`src/rtl/fetch_pkg.sv`:
```
// -----------------------------------------------------------------------------
// fetch_pkg
// Shared types for the instruction fetch unit.
//   XLEN          : word / word-address width
//   word_t        : one instruction word or one word address
//   fetch_state_e : fetch FSM states (RUN, DRAIN, HALTED)
//   fifo_entry_t  : one instruction buffer entry {pc, instr}
//   next_pc()     : sequential word address, wraps modulo 2^XLEN
// -----------------------------------------------------------------------------
package fetch_pkg;

    localparam int XLEN = 32;

    typedef logic [XLEN-1:0] word_t;

    typedef enum logic [1:0] {
        RUN    = 2'd0,
        DRAIN  = 2'd1,
        HALTED = 2'd2
    } fetch_state_e;

    typedef struct packed {
        word_t pc;
        word_t instr;
    } fifo_entry_t;

    localparam int ENTRY_W = $bits(fifo_entry_t);

    // Addressing is by word, so the next sequential address is +1; the
    // 32-bit add wraps 32'hFFFF_FFFF to 0 on its own.
    function automatic word_t next_pc(input word_t pc);
        return pc + word_t'(1);
    endfunction

endpackage

```
`src/rtl/fetch_if.sv`:
```
// -----------------------------------------------------------------------------
// fetch_if
// Bundles the fetch unit's memory, redirect/halt and instruction-delivery
// signals.
//   master : the fetch unit (drives mem_addr, instr*, halted, state)
//   slave  : the environment (memory, branch unit, consumer)
//
// Delivery handshake: instr_valid says instr/instr_pc hold a buffered
// instruction; the word is transferred at the rising edge that ends a cycle
// in which instr_valid && instr_ready. While instr_valid && !instr_ready the
// producer keeps instr, instr_pc and instr_valid stable. instr_valid never
// depends combinationally on instr_ready.
// -----------------------------------------------------------------------------
interface fetch_if;
    import fetch_pkg::*;

    // instruction memory
    word_t        mem_addr;
    word_t        mem_rdata;
    // control
    logic         redirect_valid;
    word_t        redirect_pc;
    logic         halt_req;
    logic         halted;
    // instruction delivery
    logic         instr_valid;
    word_t        instr;
    word_t        instr_pc;
    logic         instr_ready;
    // FSM state, for observation only
    fetch_state_e state;

    modport master (
        output mem_addr,
        input  mem_rdata,
        input  redirect_valid,
        input  redirect_pc,
        input  halt_req,
        output halted,
        output instr_valid,
        output instr,
        output instr_pc,
        input  instr_ready,
        output state
    );

    modport slave (
        input  mem_addr,
        output mem_rdata,
        output redirect_valid,
        output redirect_pc,
        output halt_req,
        input  halted,
        input  instr_valid,
        input  instr,
        input  instr_pc,
        output instr_ready,
        input  state
    );

endinterface

```
`src/rtl/fetch_fifo.sv`:
```
// -----------------------------------------------------------------------------
// fetch_fifo
// Synchronous instruction buffer with flush.
//   clk, rst_n : clock, asynchronous active-low reset
//   push       : write push_data at the rising edge
//   push_data  : entry to write
//   pop        : drop the head entry at the rising edge (ignored when empty)
//   flush      : empty the buffer; wins over push and pop
//   head_data  : head entry, all zeros when empty
//   count      : number of stored entries (0..DEPTH)
//   empty      : count == 0
// DEPTH must be a power of two and at least 2 so the pointers wrap freely.
// -----------------------------------------------------------------------------
module fetch_fifo #(
    parameter int WIDTH = 64,
    parameter int DEPTH = 4
) (
    input  logic                   clk,
    input  logic                   rst_n,
    input  logic                   push,
    input  logic [WIDTH-1:0]       push_data,
    input  logic                   pop,
    input  logic                   flush,
    output logic [WIDTH-1:0]       head_data,
    output logic [$clog2(DEPTH):0] count,
    output logic                   empty
);

    localparam int AW = $clog2(DEPTH);
    localparam int CW = AW + 1;

    logic [WIDTH-1:0] mem [DEPTH];
    logic [AW-1:0]    wr_ptr;
    logic [AW-1:0]    rd_ptr;
    logic             full;
    logic             do_push;
    logic             do_pop;

    assign empty   = (count == '0);
    assign full    = (count == CW'(DEPTH));
    assign do_pop  = pop && !empty;
    // A push into a full buffer is only legal when the head leaves in the
    // same cycle; the write then lands in the slot being vacated.
    assign do_push = push && (!full || do_pop);

    always_ff @(posedge clk or negedge rst_n) begin
        if (!rst_n) begin
            wr_ptr <= '0;
            rd_ptr <= '0;
            count  <= '0;
        end else if (flush) begin
            wr_ptr <= '0;
            rd_ptr <= '0;
            count  <= '0;
        end else begin
            if (do_push) wr_ptr <= wr_ptr + AW'(1);
            if (do_pop)  rd_ptr <= rd_ptr + AW'(1);
            case ({do_push, do_pop})
                2'b10:   count <= count + CW'(1);
                2'b01:   count <= count - CW'(1);
                default: count <= count;
            endcase
        end
    end

    // Storage needs no reset: it is only read through head_data, which is
    // forced to zero while the buffer is empty.
    always_ff @(posedge clk) begin
        if (do_push && !flush) mem[wr_ptr] <= push_data;
    end

    assign head_data = empty ? '0 : mem[rd_ptr];

    // The fetch side reserves a slot before issuing, so this never fires in
    // a correct system.
    no_overflow: assert property (@(posedge clk) disable iff (!rst_n)
        !(push && full && !pop && !flush));

endmodule

```
`src/rtl/fetch_unit.sv`:
```
// -----------------------------------------------------------------------------
// fetch_unit
// Sequential instruction fetcher with a small instruction buffer, halt and
// redirect support.
//   clk, rst_n          : clock, asynchronous active-low reset
//   bus.mem_addr        : registered word address to instruction memory
//   bus.mem_rdata       : word at mem_addr, valid the cycle after it is issued
//   bus.redirect_valid  : one-cycle pulse, restart fetch at bus.redirect_pc
//   bus.halt_req        : level, stop issuing new fetches
//   bus.halted          : high in HALTED
//   bus.instr_valid/instr/instr_pc/instr_ready : buffered instruction output
//   bus.state           : current FSM state
// Parameters:
//   RESET_PC   : first word address fetched after reset
//   FIFO_DEPTH : instruction buffer entries (power of two, >= 2)
// -----------------------------------------------------------------------------
module fetch_unit
    import fetch_pkg::*;
#(
    parameter word_t RESET_PC   = 32'h0000_0000,
    parameter int    FIFO_DEPTH = 4
) (
    input  logic     clk,
    input  logic     rst_n,
    fetch_if.master  bus
);

    localparam int CW = $clog2(FIFO_DEPTH) + 1;

    fetch_state_e   state;
    word_t          fetch_pc;
    word_t          mem_addr_q;
    logic           pending;
    logic           halted_q;

    logic [CW-1:0]  count;
    logic           fifo_empty;
    logic [CW:0]    occupancy;
    logic           issue;
    logic           push;
    logic           pop;
    logic           flush;
    fifo_entry_t    push_entry;
    fifo_entry_t    head;

    // A slot is reserved for the word still in flight, so issuing only when
    // buffered + in-flight < depth guarantees the push always has room.
    // The pop of this cycle is deliberately not credited.
    assign occupancy = {1'b0, count} + {{CW{1'b0}}, pending};
    assign issue     = (state == RUN) && !bus.halt_req && !bus.redirect_valid
                       && (occupancy < (CW+1)'(FIFO_DEPTH));

    // mem_addr only moves on an issue, so while pending is set it still
    // holds the address of the word now on mem_rdata.
    assign push_entry = '{pc: mem_addr_q, instr: bus.mem_rdata};
    assign flush      = bus.redirect_valid;
    assign push       = pending && !bus.redirect_valid;
    assign pop        = !fifo_empty && bus.instr_ready;

    always_ff @(posedge clk or negedge rst_n) begin
        if (!rst_n) begin
            state      <= RUN;
            fetch_pc   <= RESET_PC;
            mem_addr_q <= RESET_PC;
            pending    <= 1'b0;
            halted_q   <= 1'b0;
        end else if (bus.redirect_valid) begin
            // Redirect beats halt_req; the in-flight word is dropped by
            // clearing pending, the buffer by the flush.
            state    <= RUN;
            fetch_pc <= bus.redirect_pc;
            pending  <= 1'b0;
            halted_q <= 1'b0;
        end else begin
            pending <= issue;
            if (issue) begin
                mem_addr_q <= fetch_pc;
                fetch_pc   <= next_pc(fetch_pc);
            end
            case (state)
                RUN: begin
                    if (bus.halt_req) begin
                        // With a word in flight it is pushed at this edge;
                        // DRAIN then spends one quiet cycle before HALTED.
                        if (pending) begin
                            state <= DRAIN;
                        end else begin
                            state    <= HALTED;
                            halted_q <= 1'b1;
                        end
                    end
                end
                DRAIN: begin
                    state    <= HALTED;
                    halted_q <= 1'b1;
                end
                HALTED: begin
                    // Only a redirect leaves HALTED.
                    halted_q <= 1'b1;
                end
                default: begin
                    state    <= RUN;
                    halted_q <= 1'b0;
                end
            endcase
        end
    end

    fetch_fifo #(
        .WIDTH (ENTRY_W),
        .DEPTH (FIFO_DEPTH)
    ) u_fifo (
        .clk       (clk),
        .rst_n     (rst_n),
        .push      (push),
        .push_data (push_entry),
        .pop       (pop),
        .flush     (flush),
        .head_data (head),
        .count     (count),
        .empty     (fifo_empty)
    );

    assign bus.mem_addr    = mem_addr_q;
    assign bus.instr_valid = !fifo_empty;
    assign bus.instr       = head.instr;
    assign bus.instr_pc    = head.pc;
    assign bus.halted      = halted_q;
    assign bus.state       = state;

endmodule

```
`src/flat_wrapper.sv`:
```
// flat-port wrapper written by rule: the top's interface ports become plain ports
module fetch_unit_flat import fetch_pkg::*;
#(
    parameter word_t RESET_PC   = 32'h0000_0000,
    parameter int    FIFO_DEPTH = 4
)
  (clk, rst_n, bus_mem_addr, bus_mem_rdata, bus_redirect_valid, bus_redirect_pc, bus_halt_req, bus_halted, bus_instr_valid, bus_instr, bus_instr_pc, bus_instr_ready, bus_state);
  fetch_if bus_i ();
  input  logic clk;
  input  logic rst_n;
  output wire logic [$bits(bus_i.mem_addr)-1:0] bus_mem_addr;
  input wire logic [$bits(bus_i.mem_rdata)-1:0] bus_mem_rdata;
  input wire logic [$bits(bus_i.redirect_valid)-1:0] bus_redirect_valid;
  input wire logic [$bits(bus_i.redirect_pc)-1:0] bus_redirect_pc;
  input wire logic [$bits(bus_i.halt_req)-1:0] bus_halt_req;
  output wire logic [$bits(bus_i.halted)-1:0] bus_halted;
  output wire logic [$bits(bus_i.instr_valid)-1:0] bus_instr_valid;
  output wire logic [$bits(bus_i.instr)-1:0] bus_instr;
  output wire logic [$bits(bus_i.instr_pc)-1:0] bus_instr_pc;
  input wire logic [$bits(bus_i.instr_ready)-1:0] bus_instr_ready;
  output wire logic [$bits(bus_i.state)-1:0] bus_state;
  assign bus_mem_addr = bus_i.mem_addr;
  assign bus_i.mem_rdata = bus_mem_rdata;
  assign bus_i.redirect_valid = bus_redirect_valid;
  assign bus_i.redirect_pc = bus_redirect_pc;
  assign bus_i.halt_req = bus_halt_req;
  assign bus_halted = bus_i.halted;
  assign bus_instr_valid = bus_i.instr_valid;
  assign bus_instr = bus_i.instr;
  assign bus_instr_pc = bus_i.instr_pc;
  assign bus_i.instr_ready = bus_instr_ready;
  assign bus_state = bus_i.state;
  fetch_unit #(.RESET_PC(RESET_PC), .FIFO_DEPTH(FIFO_DEPTH)) u_core (.clk(clk), .rst_n(rst_n), .bus(bus_i));
endmodule
```
`config.mk`:
```
export PLATFORM = sky130hd
export DESIGN_NAME = fetch_unit_flat
export DESIGN_NICKNAME = d
export VERILOG_FILES = /design/src/rtl/fetch_pkg.sv /design/src/rtl/fetch_if.sv /design/src/rtl/fetch_fifo.sv /design/src/rtl/fetch_unit.sv /design/src/flat_wrapper.sv
export SDC_FILE = /design/constraint.sdc
export NUM_CORES = 1
export LEC_CHECK = 0
export BUFFER_PORTS_ARGS = -buffer_cell sky130_fd_sc_hd__buf_4
export CORE_UTILIZATION = 52
export CTS_CLUSTER_SIZE = 28
export DETAILED_ROUTE_END_ITERATION = 10
export PLACE_DENSITY = 0.75
export SYNTH_ARGS = -nofsm -noshare
export SYNTH_HDL_FRONTEND = slang
export SYNTH_SLANG_ARGS = --single-unit
```
`constraint.sdc`:
```
create_clock -name clk -period 3.7 [get_ports clk]
set_clock_uncertainty 0.2 [all_clocks]
set_input_delay 0.37 -clock clk [delete_from_list [all_inputs] [get_ports clk]]
set_output_delay 0.37 -clock clk [all_outputs]
set_load 0.05 [all_outputs]
```
==> impl_metrics.json, run 1 <==
{
  "core_region_area_sq_um": 25200,
  "avgSynthCellArea_sq_um": 17.6,
  "numCtsBuffers": 34,
  "p_leak_uw": 0.00615,
  "layout-drive-gt1-share_pct": 33.4,
  "ys_seq_area_share_pct": 71.5,
  "slew_headroom_pct": 36.5,
  "timing.final.hold_violations": 0,
  "diodes": 0,
  "postSynthCellCount": 761,
  "min_period_ps": 3090,
  "fillerInstances": 1713,
  "endpoint_kind": "output pin",
  "place.gp.congestion": 0.831,
  "rsz0062_at_grt": "false",
  "syn-num-nets": 836,
  "fin_crit_sh_pct": 83.5,
  "cts_resized": 0,
  "area_growth_pct": 26.3,
  "via_per_inst": 5.58,
  "yosysWarnings": 0,
  "grt_overflow": 0,
  "drv_cap": 0,
  "fmax_ghz": 0.324,
  "placedInstanceArea_sq_um": 15100,
  "final-max-slew-violation-count": 0,
  "io_buffers": 168,
  "dp_hpwl_um": 17300,
  "critPathLaunchType": "flip-flop",
  "crit_arrival_ps": 2520,
  "first_pass_iters": 5,
  "clock_latency_ps": 500,
  "wl_um": 27900,
  "fin_area_sq_um": 16900,
  "outcome": "finished, final reports clean",
  "die_h_um": 162,
  "die_x_um": 162,
  "drc": 0,
  "io_pins": 169,
  "grt_max_degree": 76,
  "whs_ps": 68.9,
  "crit_path_top_delay_cell": "dfrtp_4",
  "routedWlPerCell_um": 20.5,
  "antenna_found_initial": 0,
  "die-area_sq_um": 26400,
  "grt_pass1_wl_um": 44000,
  "min_path_type": "input pin to flip-flop",
  "multiInputGateArea_sq_um": 3630,
  "setup_viol": 0,
  "ys.flop_type": "edfxtp_1",
  "max_stage_delay_ps": 790,
  "final_core_util_pct": 67.1,
  "syn_area_sq_um": 13400,
  "rows": 58,
  "first_iter_violations": 603,
  "ys_seq_elements": 331,
  "cts_tree": "built",
  "htreeDepth": 2,
  "nets": 1084,
  "required_ps": 3130,
  "clk_pin_slew_ps": 60,
  "dr_total_vias": 7610,
  "fin_tns_setup_ps": 0,
  "worst_slew_pin_slew_ps": 953,
  "clockBufferDepth": 3,
  "p_per_area_nw_per_um2": 550,
  "crit_path_cell_trace": "buf_12 > mux4_2 > and2_1 > buf_4",
  "antenna_left": 0,
  "worstPathMaxFanout": 25,
  "grt_pass1_vias": 7923,
  "synthArstFlopShare_pct": 22.7,
  "grt_util_all_layers_pct": 22.2,
  "cts.sinks": 331,
  "initial_core_util_pct": 53.1,
  "yosys.cell_types.count": 45,
  "crit_type": "flip-flop to output pin",
  "ff_latch_area_sq_um": 9570,
  "peakVddDrop_v": 0.000418,
  "clockRootBuffer": "clkbuf_16",
  "synth-edff-count": 256
}
registers in the layout, indices dropped and copies added (netlist names):
signal / count
u_core.pending: 1
u_core.fetch_pc: 32
u_core.bus.halted: 1
u_core.u_fifo.count: 3
u_core.bus.state: 2
u_core.u_fifo.mem: 256
u_core.bus.mem_addr: 32
u_core.u_fifo.wr_ptr: 2
u_core.u_fifo.rd_ptr: 2
cell usage after synthesis, types with 2 or more instances:
master | number | area, sq um
nor4_2 | 4 | 50.1
mux2i_1 | 4 | 40.0
nor3_1 | 7 | 35.0
buf_1 | 9 | 33.8
o21ai_1 | 7 | 35.0
and3_1 | 5 | 31.3
dfrtp_1 | 75 | 1880
and4_1 | 5 | 43.8
nand4_1 | 10 | 62.6
inv_1 | 9 | 33.8
mux4_2 | 64 | 1440
nand3_1 | 20 | 100
or4_1 | 2 | 15.0
mux2_2 | 34 | 383
buf_2 | 4 | 20.0
nand2_1 | 45 | 169
o21ai_0 | 22 | 110
or4_4 | 2 | 22.5
xor2_1 | 18 | 158
nor4_1 | 8 | 50.1
clkbuf_1 | 25 | 93.8
xnor2_1 | 14 | 123
ha_1 | 5 | 62.6
a31oi_1 | 2 | 12.5
and2_1 | 70 | 438
or3_1 | 2 | 12.5
nor2_1 | 16 | 60.1
edfxtp_1 | 256 | 7690
worst max-delay path, delay by kind of cell, from the launching register on:
family | cells | cell delay (ps)
flops | 1 | 790
mux | 1 | 560
buf+inv | 2 | 490
simple gates | 1 | 190
area by class of cell:
cell class | count | area share [%]
tap | 330 | 2.44
inverter | 9 | 0.200
clock buffer | 46 | 5.74
clock inverter | 15 | 0.859
sequential | 331 | 56.7
multi-input combinational | 382 | 21.5
timing repair buffer | 251 | 12.6
final timing paths:
check / start / to / slack (ps) / cells after the start
setup / recovery: u_core.u_fifo.rd_ptr[0] / bus_instr_pc[3] / 610 / 4
hold / removal: bus_instr_ready / u_core.u_fifo.count[2] / 70 / 4
setup reg to reg: u_core.u_fifo.count[1] / u_core.u_fifo.count[2] / 970 / 7
hold reg to reg: u_core.bus.mem_addr[16] / u_core.u_fifo.mem[2][48] / 340 / 0
max in group asynchronous: rst_n / u_core.u_fifo.rd_ptr[0] / 2210 / 2
min in group asynchronous: rst_n / u_core.bus.mem_addr[16] / 360 / 2
power by group:
part           internal (uW)  leakage, uW  switching [uW]  total, uW
Sequential              4290      0.00324             240       4530
Clock                   2050     0.000544            1310       3360
Combinational            531      0.00237             879       1410
per-stage QoR:
| step | worst slack (ps) | power [uW] | instances |
|---|---|---|---|
| after global routing | 463 | 9620 | 1364 |
| final | 609 | 9290 | 1364 |
| after floorplan | 177 | 5430 | 761 |
| after global placement | 997 | 5940 | 1237 |
| after detailed placement | 975 | 5960 | 1237 |
| after CTS | 535 | 9380 | 1364 |
cell usage in the layout, fill, tap and decap left out, drive strengths merged, types with 2 or more instances in the layout:
cell type / Yosys / final
a31oi: 2 / 2
and2: 70 / 70
and3: 5 / 5
and4: 5 / 5
buf: 14 / 185
bufinv: 0 / 3
clkbuf: 25 / 46
clkinv: 0 / 11
dfrtp: 75 / 75
dlygate4sd3: 0 / 66
edfxtp: 256 / 256
ha: 5 / 5
inv: 9 / 9
mux2: 34 / 34
mux2i: 4 / 4
mux4: 64 / 64
nand2: 45 / 45
nand3: 20 / 20
nand4: 10 / 10
nor2: 16 / 16
nor3: 8 / 8
nor4: 12 / 12
o21ai: 29 / 29
or3: 2 / 2
or4: 4 / 4
xnor2: 14 / 14
xor2: 18 / 18
per-layer routing:
layer	track usage (%)	part of all wire, %
met1	31.0	43
met2	35.8	49
met3	4.58	6.6
met4	5.75	1.7
met5	0	0
cells by family after synthesis:
kind of cell    count (synthesis)  share of synthesized area [%]
flops                         331                           71.5
simple gates                  201                           8.57
mux                           102                           13.9
buf+inv                        48                           1.44
compound gates                 41                           1.81
xor+xnor                       32                           2.10
fa+ha+maj                       6                          0.618
timing repair:
item / 4_1_cts / 5_1_grt
hold buffers: 66 / 0
setup buffers: 0 / 0
endpoints found under the hold margin: 236 / 0
Power figures use the tool's default switching activity.
==> run 2: changes to the inputs <==
Settings changed: ABC_AREA from default to 1, CORE_UTILIZATION 52 to 53, PLACE_DENSITY 0.75 to 0.76.
Clock period 3.7 ns to 2.7 ns, I/O delays scaled along.
==> run 2 against run 1 <==
Combinational power rose to 4.4 times the previous value. Die area up 3.5%. Setup slack worse by 530 ps. Largest cell class unchanged. Utilization up 0.71 points. Sequential power up 48%.
==> impl_metrics.json, run 2 <==
{
  "netlist_top_cells_count": "nor2_1, edfxtp_1, nand2_1, o21ai_0, dfrtp_1",
  "crit_arrival_ps": 2150,
  "p_clk_share_pct": 26.2,
  "p_leak_uw": 0.00704,
  "avgSynthCellArea_sq_um": 10.5,
  "ys_top_cells_by_area": "edfxtp_1, dfrtp_1, nor2_1",
  "final_common_cell": "nor2_1",
  "dr_total_vias": 10200,
  "wl_um": 33000,
  "layout-drive-gt1-share_pct": 18.1,
  "die_h_um": 165,
  "syn-num-nets": 1418,
  "first_iter_violations": 788,
  "io_pins": 169,
  "first_pass_iters": 5,
  "peakVddDrop_v": 0.000858,
  "synth_largest_area_cell": "edfxtp_1",
  "core_region_area_sq_um": 26100,
  "clockBufferDepth": 3,
  "cts_tree": "built",
  "worst_slew_pin_slew_ps": 692,
  "antenna_found_initial": 0,
  "combPwrFrac_pct": 35.6,
  "clockRootBuffer": "clkbuf_16",
  "min_period_ps": 2620,
  "setup_viol": 0,
  "grt_pass1_vias": 9898,
  "grt_max_degree": 65,
  "outcome": "finished, final reports clean",
  "drv_cap": 0,
  "p_per_area_nw_per_um2": 995,
  "synthArstFlopShare_pct": 22.7,
  "grt_overflow": 0,
  "die-area_sq_um": 27300,
  "fin_cells": 1935,
  "grt_util_all_layers_pct": 24.3,
  "synth-edff-count": 256,
  "ys_seq_area_share_pct": 67.8,
  "worstPathMaxFanout": 24,
  "post_cts_buffers": 0,
  "initial_core_util_pct": 54.1,
  "p_sw_uw": 6920,
  "syn_area_sq_um": 14100,
  "regMostFlops": "u_core.u_fifo.mem",
  "place.gp.congestion": 0.896,
  "rsz0062_at_grt": "true",
  "ys_seq_elements": 331,
  "ys.flop_type": "edfxtp_1",
  "cts.sinks": 331,
  "routedWlPerCell_um": 17.0,
  "htreeDepth": 2,
  "endpoint_kind": "output pin",
  "postSynthCellCount": 1343,
  "slew_headroom_pct": 53.9,
  "die_x_um": 165,
  "numCtsBuffers": 34,
  "p_sw_share_pct": 39.3,
  "antenna_left": 0,
  "timing.final.hold_violations": 0,
  "power.internal_uw": 10700,
  "rows": 59,
  "p_total_uw": 17600,
  "critPathLaunchType": "flip-flop",
  "final_cell_mix": "nor2_1, edfxtp_1, nand2_1",
  "fin_crit_sh_pct": 97.0,
  "yosys.cell_types.count": 31,
  "area_growth_pct": 25.2,
  "via_per_inst": 5.29,
  "numPlacedInstances": 1807,
  "yosys.cell_count.top_type": "nor2_1",
  "fmax_ghz": 0.382,
  "min_path_type": "input pin to flip-flop",
  "drc": 0,
  "clk_pin_slew_ps": 60,
  "crit_type": "flip-flop to output pin",
  "seqPwrFrac_pct": 38.1,
  "largest_register_ffs": 256,
  "yosysWarnings": 0,
  "nets": 1650,
  "dp_hpwl_um": 20000,
  "diodes": 0,
  "io_buffers": 168,
  "required_ps": 2230,
  "clock_latency_ps": 510,
  "synth_top_area_share_pct": 54.5,
  "final-max-slew-violation-count": 0,
  "grt_pass1_wl_um": 50600,
  "final_core_util_pct": 67.8
}
run 2: cell count changes in the layout (fill, tap and decap cells not counted), moves of 13 or more:
cell,previous run,this run
nor2_1,16,293
nand2_1,45,215
o21ai_0,22,140
a21oi_1,0,67
and2_1,66,2
mux4_2,64,0
inv_1,9,69
nand3_1,20,67
mux2_2,34,0
o21ai_1,7,30
xor2_1,18,5
run 2: worst paths after layout:
path / slack, ps / cells after the start / to / start
worst min register to register: 330 / 2 / u_core.bus.halted / u_core.bus.halted
worst min-delay path: 20 / 5 / u_core.u_fifo.rd_ptr[0] / bus_instr_ready
max in group asynchronous: 1580 / 3 / u_core.fetch_pc[28] / rst_n
min in group asynchronous: 130 / 2 / u_core.fetch_pc[5] / rst_n
worst max-delay path: 80 / 5 / bus_instr_pc[15] / u_core.u_fifo.rd_ptr[0]
worst max register to register: 530 / 11 / u_core.u_fifo.count[2] / u_core.u_fifo.count[0]
run 2: logic make-up (layout without fill, tap and decap cells):
family	Yosys count	after routing	synth area share, %
compound gates	247	247	8.93
fa+ha+maj	6	6	0.585
simple gates	609	609	17.8
flops	331	331	67.8
buf+inv	143	400	4.44
xor+xnor	7	7	0.435
run 2: per-layer routing:
metal  vias up  GRT usage, %  wire, um
li1       4997             -         -
met1      4854          32.6     14200
met2       338          41.1     16200
met3        42          4.07      2000
met4         0          6.34       562
met5         -             0         0
run 2: critical path, stage by stage, from the launching register on:
cell and delay [ps]:
dfrtp_4 580, inv_6 190, buf_6 230, o21ai_0 170
a21oi_2 230, buf_4 230
run 2: repair_timing:
action | in CTS | in global routing
hold buffers | 66 | 0
setup endpoints to repair | 5 | 50
hold endpoints to repair | 212 | 0
cloned | 0 | 1
gates resized for setup | 3 | 8
pin swaps | 0 | 0
run 2: stage by stage:
step | setup WS, ps | setup TNS, ps | hold slack [ps] | cell area [sq um]
6_report | 81.8 | 0 | 23.6 | 17700
5_1_grt | -36.7 | -53.5 | 28.4 | 17700
4_1_cts | 17.6 | 0 | 7.60 | 17600
3_5_place_dp | 498 | 0 | 160 | 15800
3_3_place_gp | 547 | 0 | 160 | 15800
2_1_floorplan | -541 | -138560 | -226 | 14100
run 2: layout make-up:
cell class                      instances  area [sq um]
Clock inverter                         23           214
Clock buffer                           38           887
Inverter                               76           294
Timing Repair Buffer                  263          2330
Fill cell                            1933          8390
Tap cell                              335           419
Sequential cell                       331          9570
Multi-Input combinational cell        869          3950
run 2: power by group through the flow:
stage | clock network, uW | registers, uW | logic [uW]
2_1_floorplan | 0 | 7260 | 3510
3_3_place_gp | 0 | 6770 | 6060
3_5_place_dp | 0 | 6790 | 6120
4_1_cts | 4700 | 6690 | 6230
5_1_grt | 4900 | 6760 | 6700
6_report | 4610 | 6710 | 6260
